==> config.mk <==
export PLATFORM = sky130hd
export DESIGN_NAME = noc_output_port_arbiter_flat
export DESIGN_NICKNAME = d
export VERILOG_FILES = /design/src/rtl/noc_output_port_arbiter_pkg.sv /design/src/rtl/noc_output_port_arbiter_if.sv /design/src/rtl/noc_rr_arbiter.sv /design/src/rtl/noc_output_port_arbiter.sv /design/src/flat_wrapper.sv
export SDC_FILE = /design/constraint.sdc
export NUM_CORES = 1
export LEC_CHECK = 0
export BUFFER_PORTS_ARGS = -buffer_cell sky130_fd_sc_hd__buf_4
export CORE_AREA = 2 2 106 108
export CTS_BUF_LIST = sky130_fd_sc_hd__clkbuf_4
export DETAILED_ROUTE_END_ITERATION = 8
export DIE_AREA = 0 0 108 110
export PLACE_DENSITY = 0.47
export SLEW_MARGIN = 20
export SYNTH_ARGS = -nofsm -noshare
export SYNTH_HDL_FRONTEND = slang
export SYNTH_SLANG_ARGS = --single-unit
==> constraint.sdc <==
create_clock -name noc_clk -period 9.1 [get_ports noc_clk]
set_clock_uncertainty 0.15 [all_clocks]
set_input_delay 1.365 -clock noc_clk [delete_from_list [all_inputs] [get_ports noc_clk]]
set_output_delay 1.365 -clock noc_clk [all_outputs]
set_load 0.01 [all_outputs]
==> src/rtl/noc_output_port_arbiter_pkg.sv <==
// Shared router parameters and arbiter state type for noc_output_port_arbiter.
// Optional build macro used by the top: NOC_ARB_STATS_EN.
package Noc_parameters;

  localparam int unsigned Noc_VC_Channel    = 2;
  localparam int unsigned Noc_VC_Fifo_Depth = 4;

  // Encodings kept bit-identical to the legacy state constants.
  localparam logic [0:0] ARB_IDLE_ENC   = 1'b0;
  localparam logic [0:0] ARB_LOCKED_ENC = 1'b1;

  typedef enum logic [0:0] {
    ARB_IDLE   = ARB_IDLE_ENC,
    ARB_LOCKED = ARB_LOCKED_ENC
  } arb_state_t;

  function automatic logic [2:0] wrap_inc(input logic [2:0] idx, input int unsigned n);
    return ((32'(idx) + 32'd1) >= n) ? 3'd0 : idx + 3'd1;
  endfunction

endpackage

==> src/rtl/noc_output_port_arbiter_if.sv <==
// Request/grant/credit bundle between input-block senders, the output arbiter and the link.
interface noc_output_port_arbiter_if #(
  parameter int unsigned NPORT = 5,
  parameter int unsigned VC_W  = 1
);
  logic [NPORT-1:0]      req_valid;
  logic [NPORT*VC_W-1:0] req_vc;
  logic [NPORT-1:0]      req_head;
  logic [NPORT-1:0]      req_tail;
  logic [NPORT-1:0]      gnt;
  logic                  out_valid;
  logic [VC_W-1:0]       out_vc;
  logic                  credit_valid;
  logic [VC_W-1:0]       credit_vc;

  modport master (
    output req_valid, req_vc, req_head, req_tail, credit_valid, credit_vc,
    input  gnt, out_valid, out_vc
  );

  modport slave (
    input  req_valid, req_vc, req_head, req_tail, credit_valid, credit_vc,
    output gnt, out_valid, out_vc
  );
endinterface

==> src/rtl/noc_rr_arbiter.sv <==
// Combinational round-robin picker: first set request at or after ptr, one-hot result.
module noc_rr_arbiter #(
  parameter int unsigned N     = 5,
  parameter int unsigned PTR_W = 3
) (
  input  logic [N-1:0]     req,
  input  logic [PTR_W-1:0] ptr,
  output logic [N-1:0]     gnt
);

  logic [PTR_W-1:0] idx;
  logic             found;

  always_comb begin
    gnt   = '0;
    found = 1'b0;
    idx   = '0;
    for (int unsigned k = 0; k < N; k++) begin
      idx = PTR_W'((32'(ptr) + k) % N);
      if (!found && req[idx]) begin
        gnt[idx] = 1'b1;
        found    = 1'b1;
      end
    end
  end

endmodule

==> src/rtl/noc_output_port_arbiter.sv <==
// Per-output-port switch arbiter with wormhole lock and per-VC downstream credits.
// Define NOC_ARB_STATS_EN to add per-port grant counters (stat_gnt_cnt, stat_clr).
module noc_output_port_arbiter
  import Noc_parameters::*;
#(
  parameter int unsigned NPORT        = 5,
  parameter int unsigned CHANNELS     = Noc_VC_Channel,
  parameter int unsigned CREDIT_DEPTH = Noc_VC_Fifo_Depth,
  parameter int unsigned VC_W         = (CHANNELS > 1) ? $clog2(CHANNELS) : 1
) (
  input  logic                   noc_clk,
  input  logic                   noc_rst,
  noc_output_port_arbiter_if.slave bus,
  output logic                   locked,
  output logic [2:0]             lock_port,
  output logic [1:0]             err
`ifdef NOC_ARB_STATS_EN
  ,
  input  logic                   stat_clr,
  output logic [NPORT-1:0][15:0] stat_gnt_cnt
`endif
);

  localparam int unsigned CW = $clog2(CREDIT_DEPTH + 1);
  localparam int unsigned PW = 3;
  localparam logic [CW-1:0] CREDIT_FULL = CW'(CREDIT_DEPTH);

  arb_state_t      state_q;
  logic [PW-1:0]   rr_ptr_q;
  logic [PW-1:0]   lock_port_q;
  logic [VC_W-1:0] lock_vc_q;
  logic [CW-1:0]   credits_q [CHANNELS];
  logic [1:0]      err_q;

  logic [VC_W-1:0]     vc_of [NPORT];
  logic [NPORT-1:0]    eligible;
  logic [NPORT-1:0]    cand;
  logic [NPORT-1:0]    gnt_c;
  logic [PW-1:0]       gnt_idx;
  logic                out_valid_c;
  logic [VC_W-1:0]     out_vc_c;
  logic                proto_err;
  logic                overflow;
  logic [CHANNELS-1:0] credit_inc;
  logic [CHANNELS-1:0] credit_dec;

  always_comb begin
    for (int unsigned i = 0; i < NPORT; i++) begin
      vc_of[i]    = bus.req_vc[i*VC_W +: VC_W];
      eligible[i] = bus.req_valid[i] && (32'(vc_of[i]) < CHANNELS) &&
                    (credits_q[vc_of[i]] != '0);
    end
  end

  // While locked only the owner can be a candidate, so the round-robin
  // picker degenerates to a pass-through and is shared by both states.
  always_comb begin
    cand      = '0;
    proto_err = 1'b0;
    if (state_q == ARB_IDLE) begin
      cand      = eligible & bus.req_head;
      proto_err = |(bus.req_valid & ~bus.req_head);
    end else if (bus.req_valid[lock_port_q]) begin
      if (bus.req_head[lock_port_q] || (vc_of[lock_port_q] != lock_vc_q))
        proto_err = 1'b1;
      else
        cand[lock_port_q] = eligible[lock_port_q];
    end
  end

  noc_rr_arbiter #(
    .N     (NPORT),
    .PTR_W (PW)
  ) u_rr (
    .req (cand),
    .ptr (rr_ptr_q),
    .gnt (gnt_c)
  );

  always_comb begin
    gnt_idx = '0;
    for (int unsigned i = 0; i < NPORT; i++)
      if (gnt_c[i]) gnt_idx = PW'(i);
  end

  assign out_valid_c   = |gnt_c;
  assign out_vc_c      = out_valid_c ? vc_of[gnt_idx] : '0;
  assign bus.gnt       = gnt_c;
  assign bus.out_valid = out_valid_c;
  assign bus.out_vc    = out_vc_c;

  always_ff @(posedge noc_clk or posedge noc_rst) begin
    if (noc_rst) begin
      state_q     <= ARB_IDLE;
      rr_ptr_q    <= '0;
      lock_port_q <= '0;
      lock_vc_q   <= '0;
    end else if (out_valid_c) begin
      if (state_q == ARB_IDLE) begin
        if (bus.req_tail[gnt_idx]) begin
          rr_ptr_q <= wrap_inc(gnt_idx, NPORT);
        end else begin
          state_q     <= ARB_LOCKED;
          lock_port_q <= gnt_idx;
          lock_vc_q   <= vc_of[gnt_idx];
        end
      end else if (bus.req_tail[gnt_idx]) begin
        state_q     <= ARB_IDLE;
        rr_ptr_q    <= wrap_inc(lock_port_q, NPORT);
        lock_port_q <= '0;
      end
    end
  end

  always_comb begin
    overflow = 1'b0;
    for (int unsigned v = 0; v < CHANNELS; v++) begin
      credit_dec[v] = out_valid_c && (32'(out_vc_c) == v);
      credit_inc[v] = bus.credit_valid && (32'(bus.credit_vc) == v);
      if (credit_inc[v] && !credit_dec[v] && (credits_q[v] == CREDIT_FULL))
        overflow = 1'b1;
    end
  end

  always_ff @(posedge noc_clk or posedge noc_rst) begin
    if (noc_rst) begin
      for (int unsigned v = 0; v < CHANNELS; v++)
        credits_q[v] <= CREDIT_FULL;
    end else begin
      for (int unsigned v = 0; v < CHANNELS; v++) begin
        if (credit_inc[v] && !credit_dec[v] && (credits_q[v] != CREDIT_FULL))
          credits_q[v] <= credits_q[v] + 1'b1;
        else if (credit_dec[v] && !credit_inc[v])
          credits_q[v] <= credits_q[v] - 1'b1;
      end
    end
  end

  always_ff @(posedge noc_clk or posedge noc_rst) begin
    if (noc_rst) err_q <= '0;
    else         err_q <= err_q | {proto_err, overflow};
  end

  assign err       = err_q;
  assign locked    = (state_q == ARB_LOCKED);
  assign lock_port = locked ? lock_port_q : '0;

`ifdef NOC_ARB_STATS_EN
  always_ff @(posedge noc_clk or posedge noc_rst) begin
    if (noc_rst) begin
      stat_gnt_cnt <= '0;
    end else begin
      for (int unsigned i = 0; i < NPORT; i++) begin
        if (stat_clr)
          stat_gnt_cnt[i] <= '0;
        else if (gnt_c[i] && (stat_gnt_cnt[i] != '1))
          stat_gnt_cnt[i] <= stat_gnt_cnt[i] + 16'd1;
      end
    end
  end
`endif

endmodule

==> src/flat_wrapper.sv <==
// flat-port wrapper written by rule: the top's interface ports become plain ports
module noc_output_port_arbiter_flat import Noc_parameters::*;
#(
  parameter int unsigned NPORT        = 5,
  parameter int unsigned CHANNELS     = Noc_VC_Channel,
  parameter int unsigned CREDIT_DEPTH = Noc_VC_Fifo_Depth,
  parameter int unsigned VC_W         = (CHANNELS > 1) ? $clog2(CHANNELS) : 1
)
  (noc_clk, noc_rst, locked, lock_port, err, bus_req_valid, bus_req_vc, bus_req_head, bus_req_tail, bus_credit_valid, bus_credit_vc, bus_gnt, bus_out_valid, bus_out_vc);
  noc_output_port_arbiter_if #(.NPORT(NPORT), .VC_W(VC_W)) bus_i ();
  input  logic noc_clk;
  input  logic noc_rst;
  output logic locked;
  output logic [2:0] lock_port;
  output logic [1:0] err;
  input wire logic [$bits(bus_i.req_valid)-1:0] bus_req_valid;
  input wire logic [$bits(bus_i.req_vc)-1:0] bus_req_vc;
  input wire logic [$bits(bus_i.req_head)-1:0] bus_req_head;
  input wire logic [$bits(bus_i.req_tail)-1:0] bus_req_tail;
  input wire logic [$bits(bus_i.credit_valid)-1:0] bus_credit_valid;
  input wire logic [$bits(bus_i.credit_vc)-1:0] bus_credit_vc;
  output wire logic [$bits(bus_i.gnt)-1:0] bus_gnt;
  output wire logic [$bits(bus_i.out_valid)-1:0] bus_out_valid;
  output wire logic [$bits(bus_i.out_vc)-1:0] bus_out_vc;
  assign bus_i.req_valid = bus_req_valid;
  assign bus_i.req_vc = bus_req_vc;
  assign bus_i.req_head = bus_req_head;
  assign bus_i.req_tail = bus_req_tail;
  assign bus_i.credit_valid = bus_credit_valid;
  assign bus_i.credit_vc = bus_credit_vc;
  assign bus_gnt = bus_i.gnt;
  assign bus_out_valid = bus_i.out_valid;
  assign bus_out_vc = bus_i.out_vc;
  noc_output_port_arbiter #(.NPORT(NPORT), .CHANNELS(CHANNELS), .CREDIT_DEPTH(CREDIT_DEPTH), .VC_W(VC_W)) u_core (.noc_clk(noc_clk), .noc_rst(noc_rst), .bus(bus_i), .locked(locked), .lock_port(lock_port), .err(err));
endmodule
# Word level (Yosys, flattened, before mapping)
# Index checks and enable logic that the tools add are counted.
[totals]
reg_bits = 16
input_bits = 24
out_inout_bits = 13
elab_cells = 208
[classes]
n_addsub = 12
n_div = 5
n_lt_le_gt_ge = 22
n_eq_ne = 7
n_mux = 87
n_bitwise = 20
reduce_logical = 48
[op_table]
columns = ["operator", "n"]
rows = [
  ["modulo 32 x 3 -> 32 bit, second input constant", 4],
  ["2-to-1 mux 3 bit", 29],
  ["greater-or-equal comparator 32 x 3 -> 1 bit, second input constant", 2],
  ["2-to-1 mux 5 bit", 8],
  ["binary-select mux 1 bit (select 3 bit)", 11],
  ["modulo 3 x 3 -> 32 bit, second input constant", 1],
  ["2-to-1 mux 1 bit", 31],
  ["less-than comparator 3 x 4 -> 1 bit, second input constant", 7],
  ["logical AND 1 bit", 27],
  ["bitwise OR 5 bit", 4],
  ["demux 1 bit (select 3 bit)", 6],
  ["greater-or-equal comparator 3 x 1 -> 1 bit, second input constant", 6],
  ["bitwise AND 5 bit", 3],
  ["nonzero test 3 bit", 5],
  ["adder 3 x 1 -> 3 bit, second input constant", 4],
  ["adder 3 x 1 -> 4 bit, second input constant", 3],
  ["greater-or-equal comparator 2 bit, second input constant", 5],
  ["inverter 1 -> 2 bit", 5],
  ["OR reduction 5 bit", 2],
  ["adder 3 x 2 -> 4 bit, second input constant", 2],
  ["greater-or-equal comparator 4 bit, second input constant", 2],
  ["zero test 1 bit", 8],
  ["inverter 3 -> 4 bit", 2],
  ["== test 3 bit, second input constant", 2],
  ["other kinds (14)", 22],
]

# Longest topological paths before layout
# Gate-level depths: netlist of the first run.
[depth]
word_depth = 44
ltp_mapped = 31
ltp_nobuf = 27

# By module
# A second synthesis of the first run with hierarchy kept.
[hier_totals]
hier_cells = 445
hier_area_um2 = 3305.7
[by_module_without_submodules]
columns = ["module", "n_inst", "cells_per_inst", "area_each_um2", "seq_area_each_um2"]
rows = [
  ["noc_rr_arbiter", 1, 255, 1781.7, 0.0],
  ["noc_output_port_arbiter", 1, 190, 1524.0, 402.9],
]

# Worst setup path after synthesis of the first run
# Ideal clock, no wire load.
[synth_timing]
path_kind = "register to output"
start = "register u_core.rr_ptr_q[0]"
end = "output bus_out_vc"
t_arrival_ns = 5.351
required_ns = 7.585
path_slack_ns = 2.234
stages_incl_launch_ff = 25
n_path_buf = 5
path_cell_list = "dfrtp_1 buf_2 inv_1 clkbuf_1 ha_1 clkbuf_1 inv_1 clkbuf_1 ha_1 inv_1 ha_1 o311ai_1 nand3_1 a21oi_1 o2111ai_1 a221oi_2 a21oi_1 a221oi_1 o21ai_1 or2_1 buf_6 nor4_4 inv_4 o21ai_4 inv_1"
[synth_between]
word_cells_on_any_way = 75
cone_classes = "4 x add/sub; 5 x div; 10 x order compare; 37 x mux; 5 x bitwise; 14 x reduce/logical"
[synth_lines]
columns = ["item", "line_no", "source"]
rows = [
  ["start: declaration", "noc_output_port_arbiter.sv:29", "logic [PW-1:0] rr_ptr_q;"],
  ["start signal: assignment", "noc_output_port_arbiter.sv:101", "rr_ptr_q <= wrap_inc(gnt_idx, NPORT);"],
  ["start signal: assignment", "noc_output_port_arbiter.sv:109", "rr_ptr_q <= wrap_inc(lock_port_q, NPORT);"],
  ["parallel branches: the longest is 15 deep, another holds modulo 32 x 3 -> 32 bit", "--", ""],
  ["2-to-1 mux 5 bit (*)", "noc_rr_arbiter.sv:20", "if (!found && req[idx]) begin"],
  ["named net bus_gnt[2]", "flat_wrapper.sv:22", "output wire logic [$bits(bus_i.gnt)-1:0] bus_gnt;"],
  ["OR reduction 5 bit (*)", "noc_output_port_arbiter.sv:86", "assign out_valid_c = |gnt_c;"],
  ["named net bus_out_valid", "flat_wrapper.sv:23", "output wire logic [$bits(bus_i.out_valid)-1:0] bus_out_valid;"],
  ["2-to-1 mux 1 bit (*)", "noc_output_port_arbiter.sv:87", "assign out_vc_c = out_valid_c ? vc_of[gnt_idx] : '0;"],
  ["end: declaration", "flat_wrapper.sv:24", "output wire logic [$bits(bus_i.out_vc)-1:0] bus_out_vc;"],
]
# Mark *: on every way through the listed nets, which the timed path passes. The select of a mux whose other input is x is not followed.

# Worst setup path after layout of the first run
[layout_timing]
start = "register u_core.rr_ptr_q[0]"
end = "output bus_out_vc"
[layout_between]
elab_chain_len = 25
word_cells_on_any_way = 75
cone_classes = "4 x add/sub; 5 x div; 10 x order compare; 37 x mux; 5 x bitwise; 14 x reduce/logical"
[layout_rtl]
columns = ["item", "line_no", "source"]
rows = [
  ["parallel branches: the longest is 15 deep, another holds modulo 32 x 3 -> 32 bit", "--", ""],
  ["2-to-1 mux 5 bit (*)", "noc_rr_arbiter.sv:20", ""],
  ["2-to-1 mux 1 bit", "noc_output_port_arbiter.sv:83", "if (gnt_c[i]) gnt_idx = PW'(i);"],
  ["2-to-1 mux 2 bit (2 in series)", "noc_output_port_arbiter.sv:83", ""],
  ["2-to-1 mux 3 bit", "noc_output_port_arbiter.sv:83", ""],
  ["inverter 3 -> 4 bit (not written as such)", "noc_output_port_arbiter.sv:87", ""],
  ["binary-select mux 1 bit (select 3 bit)", "noc_output_port_arbiter.sv:87", ""],
  ["2-to-1 mux 1 bit (not written as such) (2 in series)", "noc_output_port_arbiter.sv:87", ""],
  ["2-to-1 mux 1 bit (*)", "noc_output_port_arbiter.sv:87", ""],
]
# Every way passes the cells marked *. The select of a mux whose other input is x is not followed.

==> flow_summary.toml, run 1 <==
[floorplan]
initial_utilization_pct = 34.4
std_cell_rows = 38
die_x_um = 108
die_h_um = 110
pin_count = 37
core_region_area_um2 = 10700
dieArea_um2 = 11900

[route]
totalWireLength_um = 12400
drtIter0Drc = 292
drc = 0
post_drt_wl_per_cell_um = 19.2
vias = 3970
drtPass1Iterations = 7
drt-vias-per-instance = 6.14
postRouteAntennaNets = 0

[critical_path]
crit_arrival_ns = 6.62
cp-start-kind = "register"
cp.required_ns = 7.59
cpMostUsedCell = "inv_1"
critical_path.max_fanout = 34
end_kind = "output port"
critPathBufInv = 7
cp_slowest_cell = "ha_1"
path_class = "register to output port"
path_cells = "buf_4 -> inv_1 -> ha_1 -> inv_1 -> ha_1 -> inv_1 -> ha_1 -> o311ai_1 -> nand3_1 -> a21oi_1 -> o2111ai_1 -> a221oi_2 -> a21oi_1 -> a221oi_1 -> o21ai_1 -> or2_1 -> nor4_4 -> inv_4 -> o21ai_4 -> inv_1 -> buf_4"
cpLargestDelayFamily = "compound AO/OA/AOI/OAI gates"
max_stage_delay_ns = 0.82
regToRegSetupSlack_ns = 1.66

[sta]
setup_ws_ns = 0.963
fin_crit_sh_pct = 89.4
final.setup.tns_ns = 0
relSlewSlack_pct = 32.3
max_clock_freq_mhz = 123
min_period_ns = 8.14
final_hold_viol_count = 0
slew_violations = 0
tightest_slew_ns = 1.01
setup-violations-final = 0
rsz0062_at_grt = "false"
hold_slack_ns = 0.324

[cts]
path_clk_slew_ns = 0.10
cts_resized = 0
cts_setup_buffers = 0
clock_path_buffers = 2
clock_latency_ns = 0.29
clockRootBuffer = "clkbuf_4"
cts_buffers = 3
postCtsHoldBufs = 0
cts_tree = "built"
cts.sinks = 16
htree_num_levels = 1

[place]
pre_cts_slack_ns = 1.40
portBuffers = 36
place_area_um2 = 3980
hpwlAfterDp_um = 9990
place.gp.congestion = 0.873

[cells_and_area]
final_common_cell = "nor2_1"
layout-drive-gt1-share_pct = 15.0
seq_area_um2 = 403
area_delta_synth_final_pct = 9.22
final_nets = 556
final_area_um2 = 4020
antenna_cells = 0
final_cell_mix = "41 x nor2_1, 39 x nand2_1, 37 x buf_4"
fill_cells = 1158
multi_input_area_um2 = 3010

[hold_path]
hold_class = "register to register"

[logic_synthesis]
syn_inst = 496
synth_warnings = 0
synth_edf_count = 0
synth_ff_type = "dfrtp_1"
syn_area_um2 = 3680
async_flop_share_pct = 100
syn_nets = 544
netlist.area_leader.share_pct = 9.53
ys_ff_latch = 16
seq_area_frac_synth_pct = 11.0
ys_top_cells_by_area = "dfrtp_1 9.5%, ha_1 7.5%, mux2i_1 5.4%"
synth_top_cell_by_area = "dfrtp_1"
avgSynthCellArea_um2 = 7.41
ys_types = 88

[outcome]
status = "finished clean"

[global_route]
grt_use_total_pct = 21.0
grt_pass1_vias = 3719
grt_pass1_wl_um = 19900
antenna_found_initial = 0
grt-ovfl-total = 0
grt_max_degree = 35

[flow_run]
cap_violations = 0
==> layer usage <==
layer	wire length [µm]	track usage (%)	vias up
met1	5690	29.1	1904
li1	-	-	1920
met5	0	0	-
met2	5690	34.0	120
met3	677	2.59	26
met4	347	7.05	0
==> synthesized netlist by cell type, types with 4 or more instances <==
library cell / instances
nor3_1: 21
a211oi_1: 6
a31oi_1: 10
o21ai_0: 17
nor4_1: 7
buf_2: 9
nand2b_1: 13
nor4b_1: 5
o21ai_1: 4
o211ai_1: 5
and3_1: 4
o32ai_1: 7
a2111oi_0: 4
a32oi_1: 4
a21oi_1: 26
nand3b_1: 5
ha_1: 22
or3_1: 5
nand3_1: 9
xnor2_1: 7
mux2_2: 4
clkbuf_1: 14
o22ai_1: 10
dfrtp_1: 14
nor3b_1: 7
o21a_1: 4
a21o_1: 10
nor2_1: 41
nand2_1: 39
inv_1: 28
o31ai_1: 5
mux2i_1: 20
and2_1: 6
or2_1: 4
o221ai_1: 4
nor2b_1: 11
==> layout make-up <==
type | count | area share (%)
clock buffers | 3 | 0.561
clock inverters | 1 | 0.0935
inverters | 32 | 3.12
multi-input cells | 418 | 74.9
flip-flops and latches | 16 | 10.0
well taps | 140 | 4.36
repair buffers | 37 | 6.92
==> worst register-to-register path, cell delays in order, from the launching register on <==
cell	delay (ns)
dfrtp_1	0.33
buf_4	0.32
inv_1	0.36
ha_1	0.83
inv_1	0.39
ha_1	0.29
inv_1	0.05
ha_1	0.23
o311ai_1	0.51
nand3_1	0.22
and3_1	0.22
o2111ai_1	0.21
a221oi_2	0.11
a21oi_1	0.35
or2b_4	0.34
o21ai_2	0.37
or2_1	0.32
a21oi_1	0.22
o31ai_1	0.63
a21o_1	0.16
fa_1	0.43
o22ai_1	0.18
o21ai_0	0.10
==> sequential cells by signal, summed over array words and instances (netlist names) <==
name	flops
u_core.lock_port_q	3
u_core.err	2
u_core.credits_q	6
u_core.locked	1
u_core.rr_ptr_q	3
u_core.lock_vc_q	1
==> cells by family (layout without fill, tap and decap cells) <==
family	after synthesis	count (layout)	synth area share, %
flops	16	16	11.0
compound gates	163	163	33.3
mux	25	25	6.98
buf+inv	62	73	7.59
xor+xnor	8	8	2.11
fa+ha+maj	24	24	8.58
simple gates	198	198	30.5
==> final timing paths <==
path                                    start                  end  cells past startpoint
max in group asynchronous             noc_rst     u_core.lock_vc_q                      2
setup reg to reg           u_core.rr_ptr_q[0]  u_core.credits_q[4]                     22
hold / removal                  u_core.err[0]        u_core.err[0]                      1
setup / recovery           u_core.rr_ptr_q[0]           bus_out_vc                     21
min in group asynchronous             noc_rst        u_core.locked                      2
hold reg to reg                 u_core.err[0]        u_core.err[0]                      1
==> through the flow <==
step,utilization (%),cells
after floorplan,-,496
after global placement,37.2,643
after detailed placement,37.2,643
after CTS,37.5,647
after global routing,37.5,647
final,37.5,647
Power of run 1 is left out: the tool's default activity adds up to more than one toggle a clock period on the data nets, which glitch-free logic cannot reach.
==> inputs of run 2 (changes only) <==
==> constraint.sdc (replaced) <==
create_clock -name noc_clk -period 9.76 [get_ports noc_clk]
set_clock_uncertainty 0.15 [all_clocks]
set_input_delay 1.464 -clock noc_clk [delete_from_list [all_inputs] [get_ports noc_clk]]
set_output_delay 1.464 -clock noc_clk [all_outputs]
set_load 0.01 [all_outputs]
==> run 2 against run 1 <==
Effect of this change: final cell count increased by 0.31%; worst hold slack improved by 0.0014 ns; utilization about the same; die area unchanged; first-iteration DRC count increased by 45%; register-to-register slack improved by 0.70 ns; critical path type unchanged; highest routed layer unchanged.
==> flow_summary.toml, run 2 (synthesis results as in run 1) <==
[cells_and_area]
area_delta_synth_final_pct = 9.26
reg.largest.list = "u_core.credits_q: 6 flops, u_core.lock_port_q: 3 flops, u_core.rr_ptr_q: 3 flops"
fill_cells = 1149
layout-drive-gt1-share_pct = 14.9
largest_reg_flops = 6
final_common_cell = "nor2_1"
final_cell_mix = "41 x nor2_1, 39 x nand2_1, 39 x buf_4"
seq_area_um2 = 403
multi_input_area_um2 = 2990
regMostFlops = "u_core.credits_q"
antenna_cells = 0
final_nets = 558

[sta]
max_clock_freq_mhz = 124
final_hold_viol_count = 0
relSlewSlack_pct = 33.8
slew_violations = 0
tightest_slew_ns = 0.990
fin_crit_sh_pct = 82.8
rsz0062_at_grt = "false"
min_period_ns = 8.08
final.setup.tns_ns = 0
setup-violations-final = 0

[flow_run]
cap_violations = 0

[cts]
cts_tree = "built"
clock_path_buffers = 2
clockRootBuffer = "clkbuf_4"
cts.sinks = 16
cts_setup_buffers = 0
cts_buffers = 3
clock_latency_ns = 0.30
htree_num_levels = 1
cts_resized = 0
postCtsHoldBufs = 0
path_clk_slew_ns = 0.11

[global_route]
grtUsageMet3_pct = 1.59
grt-busiest-layer = "met2"
grt-ovfl-total = 0
grt_pass1_wl_um = 19700
grt_use_total_pct = 20.9
grt_max_degree = 35
grt_pass1_vias = 3724
antenna_found_initial = 0
grt_use_met2_pct = 33.4
met1_usage_pct = 30.8

[place]
hpwlAfterDp_um = 9790
place.gp.congestion = 0.896
portBuffers = 36

[route]
drtIter0Drc = 422
post_drt_wl_per_cell_um = 18.7
totalWireLength_um = 12200
vias = 3952
drt-vias-per-instance = 6.09
drc = 0
drtPass1Iterations = 7
postRouteAntennaNets = 0

[critical_path]
cp_slowest_cell = "ha_1"
r2r-end = "u_core.credits_q[4]"
path_class = "register to output port"
cpMostUsedCell = "inv_1"
end_kind = "output port"
cp-start-kind = "register"
cpLargestDelayFamily = "compound AO/OA/AOI/OAI gates"
max_stage_delay_ns = 0.78
path_cells = "buf_4 -> inv_1 -> ha_1 -> inv_1 -> ha_1 -> inv_1 -> ha_1 -> o311ai_1 -> nand3_1 -> a21oi_1 -> o2111ai_1 -> a221oi_2 -> a21oi_1 -> a221oi_1 -> o21ai_1 -> or2_1 -> nor4_4 -> inv_4 -> o21ai_4 -> inv_1 -> buf_4"
crit_arrival_ns = 6.47
critPathBufInv = 7
critical_path.max_fanout = 34
cp.required_ns = 8.15
regToRegSetupSlack_ns = 2.36
r2r_start = "u_core.rr_ptr_q[0]"
reg2regPathDepth = 22

[hold_path]
hold_depth = 1
holdPathEnd = "u_core.err[0]"
min_from = "u_core.err[0]"
hold_class = "register to register"

[floorplan]
dieArea_um2 = 11900
initial_utilization_pct = 34.4
pin_count = 37
core_region_area_um2 = 10700
die_h_um = 110
std_cell_rows = 38
die_x_um = 108

[outcome]
status = "finished clean"
[run 2: cell count changes in the layout (fill, tap and decap cells not counted), sizes merged]
cell | before | now
buf | 37 | 39
[run 2: area by class of cell]
type | count | area share [%]
Timing Repair Buffer | 39 | 7.29
Tap cell | 140 | 4.36
Multi-Input combinational cell | 418 | 74.5
Clock buffer | 3 | 0.561
Sequential cell | 16 | 10.0
Clock inverter | 1 | 0.0935
Inverter | 32 | 3.12
[run 2: how the worst max path moves through the flow]
stage,start,to,slack [ns],cells after the start
5_1_grt,u_core.rr_ptr_q[0],bus_out_vc,0.91,21
2_1_floorplan,u_core.rr_ptr_q[0],bus_out_vc,2.79,24
4_1_cts,u_core.rr_ptr_q[0],bus_out_vc,1.71,21
3_5_place_dp,u_core.rr_ptr_q[0],bus_out_vc,2.07,21
6_report,u_core.rr_ptr_q[0],bus_out_vc,1.68,21
3_3_place_gp,u_core.rr_ptr_q[0],bus_out_vc,2.22,21
[run 2: layer usage]
metal / vias up / share of wire (%)
met3: 14 / 4.2
met4: 0 / 1.1
met5: - / 0
met1: 1912 / 49
li1: 1924 / -
met2: 102 / 46
[run 2: worst reg2reg max path: stages (launching register included)]
cell and delay [ns]:
dfrtp_1 0.34, buf_4 0.33, inv_1 0.34, ha_1 0.78
inv_1 0.37, ha_1 0.29, inv_1 0.06, ha_1 0.24
o311ai_1 0.52, nand3_1 0.23, and3_1 0.22, o2111ai_1 0.22
a221oi_2 0.10, a21oi_1 0.32, or2b_4 0.34, o21ai_2 0.35
or2_1 0.34, a21oi_1 0.24, o31ai_1 0.62, a21o_1 0.17
fa_1 0.44, o22ai_1 0.17, o21ai_0 0.09
[run 2: through the flow]
stage                     util [%]  instances  instance area (µm²)  hold WS (ns)  setup slack, ns
after floorplan                  -        496                 3680         0.343             2.79
after global placement        37.3        645                 3990         0.293             2.22
after detailed placement      37.3        645                 3990         0.297             2.07
after CTS                     37.5        649                 4020         0.326             1.71
after global routing          37.5        649                 4020         0.362            0.912
final                         37.5        649                 4020         0.326             1.68
Power of run 2 is left out for the same reason.
==> inputs of run 3 (changes only) <==
==> constraint.sdc (replaced) <==
create_clock -name noc_clk -period 7.72 [get_ports noc_clk]
set_clock_uncertainty 0.15 [all_clocks]
set_input_delay 1.158 -clock noc_clk [delete_from_list [all_inputs] [get_ports noc_clk]]
set_output_delay 1.158 -clock noc_clk [all_outputs]
set_load 0.01 [all_outputs]
==> run 3 against run 2 <==
Effect of this change: setup slack lost 1.1 ns; sequential cell count is the same; die area stayed put; via count fell by 0.33%; register-to-register slack lost 1.5 ns; worst hold slack lost 0.00083 ns; count of clock-buffer cells in the layout is the same; global-route usage decreased by 0.084 points; non-clock buffer count up 5; sequential share of layout area down 0.11 points; final cell count is 0.77% higher; critical endpoint unchanged.
==> flow_summary.toml, run 3 (synthesis results as in run 1) <==
[cells_and_area]
regMostFlops = "u_core.credits_q"
largest_reg_flops = 6
layout-drive-gt1-share_pct = 16.0
area_delta_synth_final_pct = 10.4
antenna_cells = 0
final_common_cell = "buf_4"
final_cell_mix = "44 x buf_4, 41 x nor2_1, 39 x nand2_1"
reg.largest.list = "u_core.credits_q: 6 flops, u_core.lock_port_q: 3 flops, u_core.rr_ptr_q: 3 flops"
final_nets = 563

[critical_path]
cp.required_ns = 6.41
cpMostUsedCell = "inv_1"
max_stage_delay_ns = 0.56
crit_arrival_ns = 5.82
path_class = "register to output port"
path_cells = "inv_1 -> ha_1 -> inv_1 -> ha_1 -> inv_1 -> ha_1 -> or3_1 -> mux2i_1 -> o32ai_1 -> a32oi_1 -> a211oi_1 -> a221o_1 -> nor3_4 -> o41a_1 -> o221ai_2 -> or2_1 -> o31ai_4 -> o21ai_4 -> inv_1 -> buf_4"
end_kind = "output port"
cp-start-kind = "register"
cp_slowest_cell = "dfrtp_1"
critical_path.max_fanout = 14

[floorplan]
initial_utilization_pct = 34.4
pin_count = 37
std_cell_rows = 38
die_h_um = 110
core_region_area_um2 = 10700
dieArea_um2 = 11900
die_x_um = 108

[cts]
clock_latency_ns = 0.28
cts_buffers = 3
cts.sinks = 16
clock_path_buffers = 2
clockRootBuffer = "clkbuf_4"
cts_resized = 0
cts_setup_buffers = 0
htree_num_levels = 1
path_clk_slew_ns = 0.10
postCtsHoldBufs = 0
cts_tree = "built"

[outcome]
status = "finished clean"

[global_route]
grt_pass1_vias = 3777
grt_use_total_pct = 20.8
grt_pass1_wl_um = 19700
grt-ovfl-total = 0
antenna_found_initial = 0
grt_max_degree = 32

[route]
wl_met1_um = 5850
totalWireLength_um = 12200
drc = 0
met3WireLength_um = 445
postRouteAntennaNets = 0
drt-vias-per-instance = 6.02
drtPass1Iterations = 4
drtIter0Drc = 333
highest_layer = "met4"
wl_met2_um = 5730
post_drt_wl_per_cell_um = 18.6
vias = 3939

[place]
hpwlAfterDp_um = 9800
pre_cts_slack_ns = 0.989
place.gp.congestion = 0.933
portBuffers = 36

[sta]
setup-violations-final = 0
fin_crit_sh_pct = 92.3
max_clock_freq_mhz = 140
rsz0062_at_grt = "false"
tightest_slew_ns = 0.862
final.setup.tns_ns = 0
setup_ws_ns = 0.592
slew_violations = 0
final_hold_viol_count = 0
relSlewSlack_pct = 42.0
min_period_ns = 7.13

[hold_path]
hold_class = "register to register"

[flow_run]
cap_violations = 0
## run 3: area by class of cell
| class | instances | area (µm²) |
|---|---|---|
| clock buffer | 3 | 22.5 |
| timing repair buffer | 44 | 330 |
| clock inverter | 1 | 3.75 |
| sequential | 16 | 403 |
| fill | 1157 | 6640 |
| multi-input combinational | 418 | 3000 |
| tap | 140 | 175 |
| inverter | 32 | 125 |
## run 3: per-layer routing
metal,global-route usage [%],up-vias
met1,29.5,1901
li1,-,1937
met5,0,-
met2,34.9,89
met3,1.29,12
met4,4.58,0
## run 3: through the flow
step | std cells | utilization, % | instance area (µm²) | hold slack, ns
after global placement | 650 | 37.7 | 4030 | 0.295
after CTS | 654 | 38.0 | 4060 | 0.329
after floorplan | 496 | - | 3680 | 0.343
after detailed placement | 650 | 37.7 | 4030 | 0.300
final | 654 | 38.0 | 4060 | 0.325
after global routing | 654 | 38.0 | 4060 | 0.364
## run 3: worst paths after layout
check | slack (ns) | end | depth (start not counted) | startpoint
setup / recovery | 0.59 | bus_out_vc | 20 | u_core.rr_ptr_q[1]
hold / removal | 0.32 | u_core.err[1] | 1 | u_core.err[1]
setup reg to reg | 0.89 | u_core.credits_q[4] | 23 | u_core.rr_ptr_q[1]
hold reg to reg | 0.32 | u_core.err[1] | 1 | u_core.err[1]
max in group asynchronous | 6.17 | u_core.lock_vc_q | 2 | noc_rst
min in group asynchronous | 0.82 | u_core.rr_ptr_q[0] | 2 | noc_rst
## run 3: critical path, delay by kind of cell (launching register included)
kind | cells | cell delay, ns
flip-flops | 1 | 0.56
AND/OR/NAND/NOR | 3 | 0.85
adder cells (fa/ha/maj) | 3 | 0.88
buffers and inverters | 5 | 0.72
multiplexers | 1 | 0.18
AO/OA/AOI/OAI | 8 | 2.34
Power of run 3 is left out for the same reason.
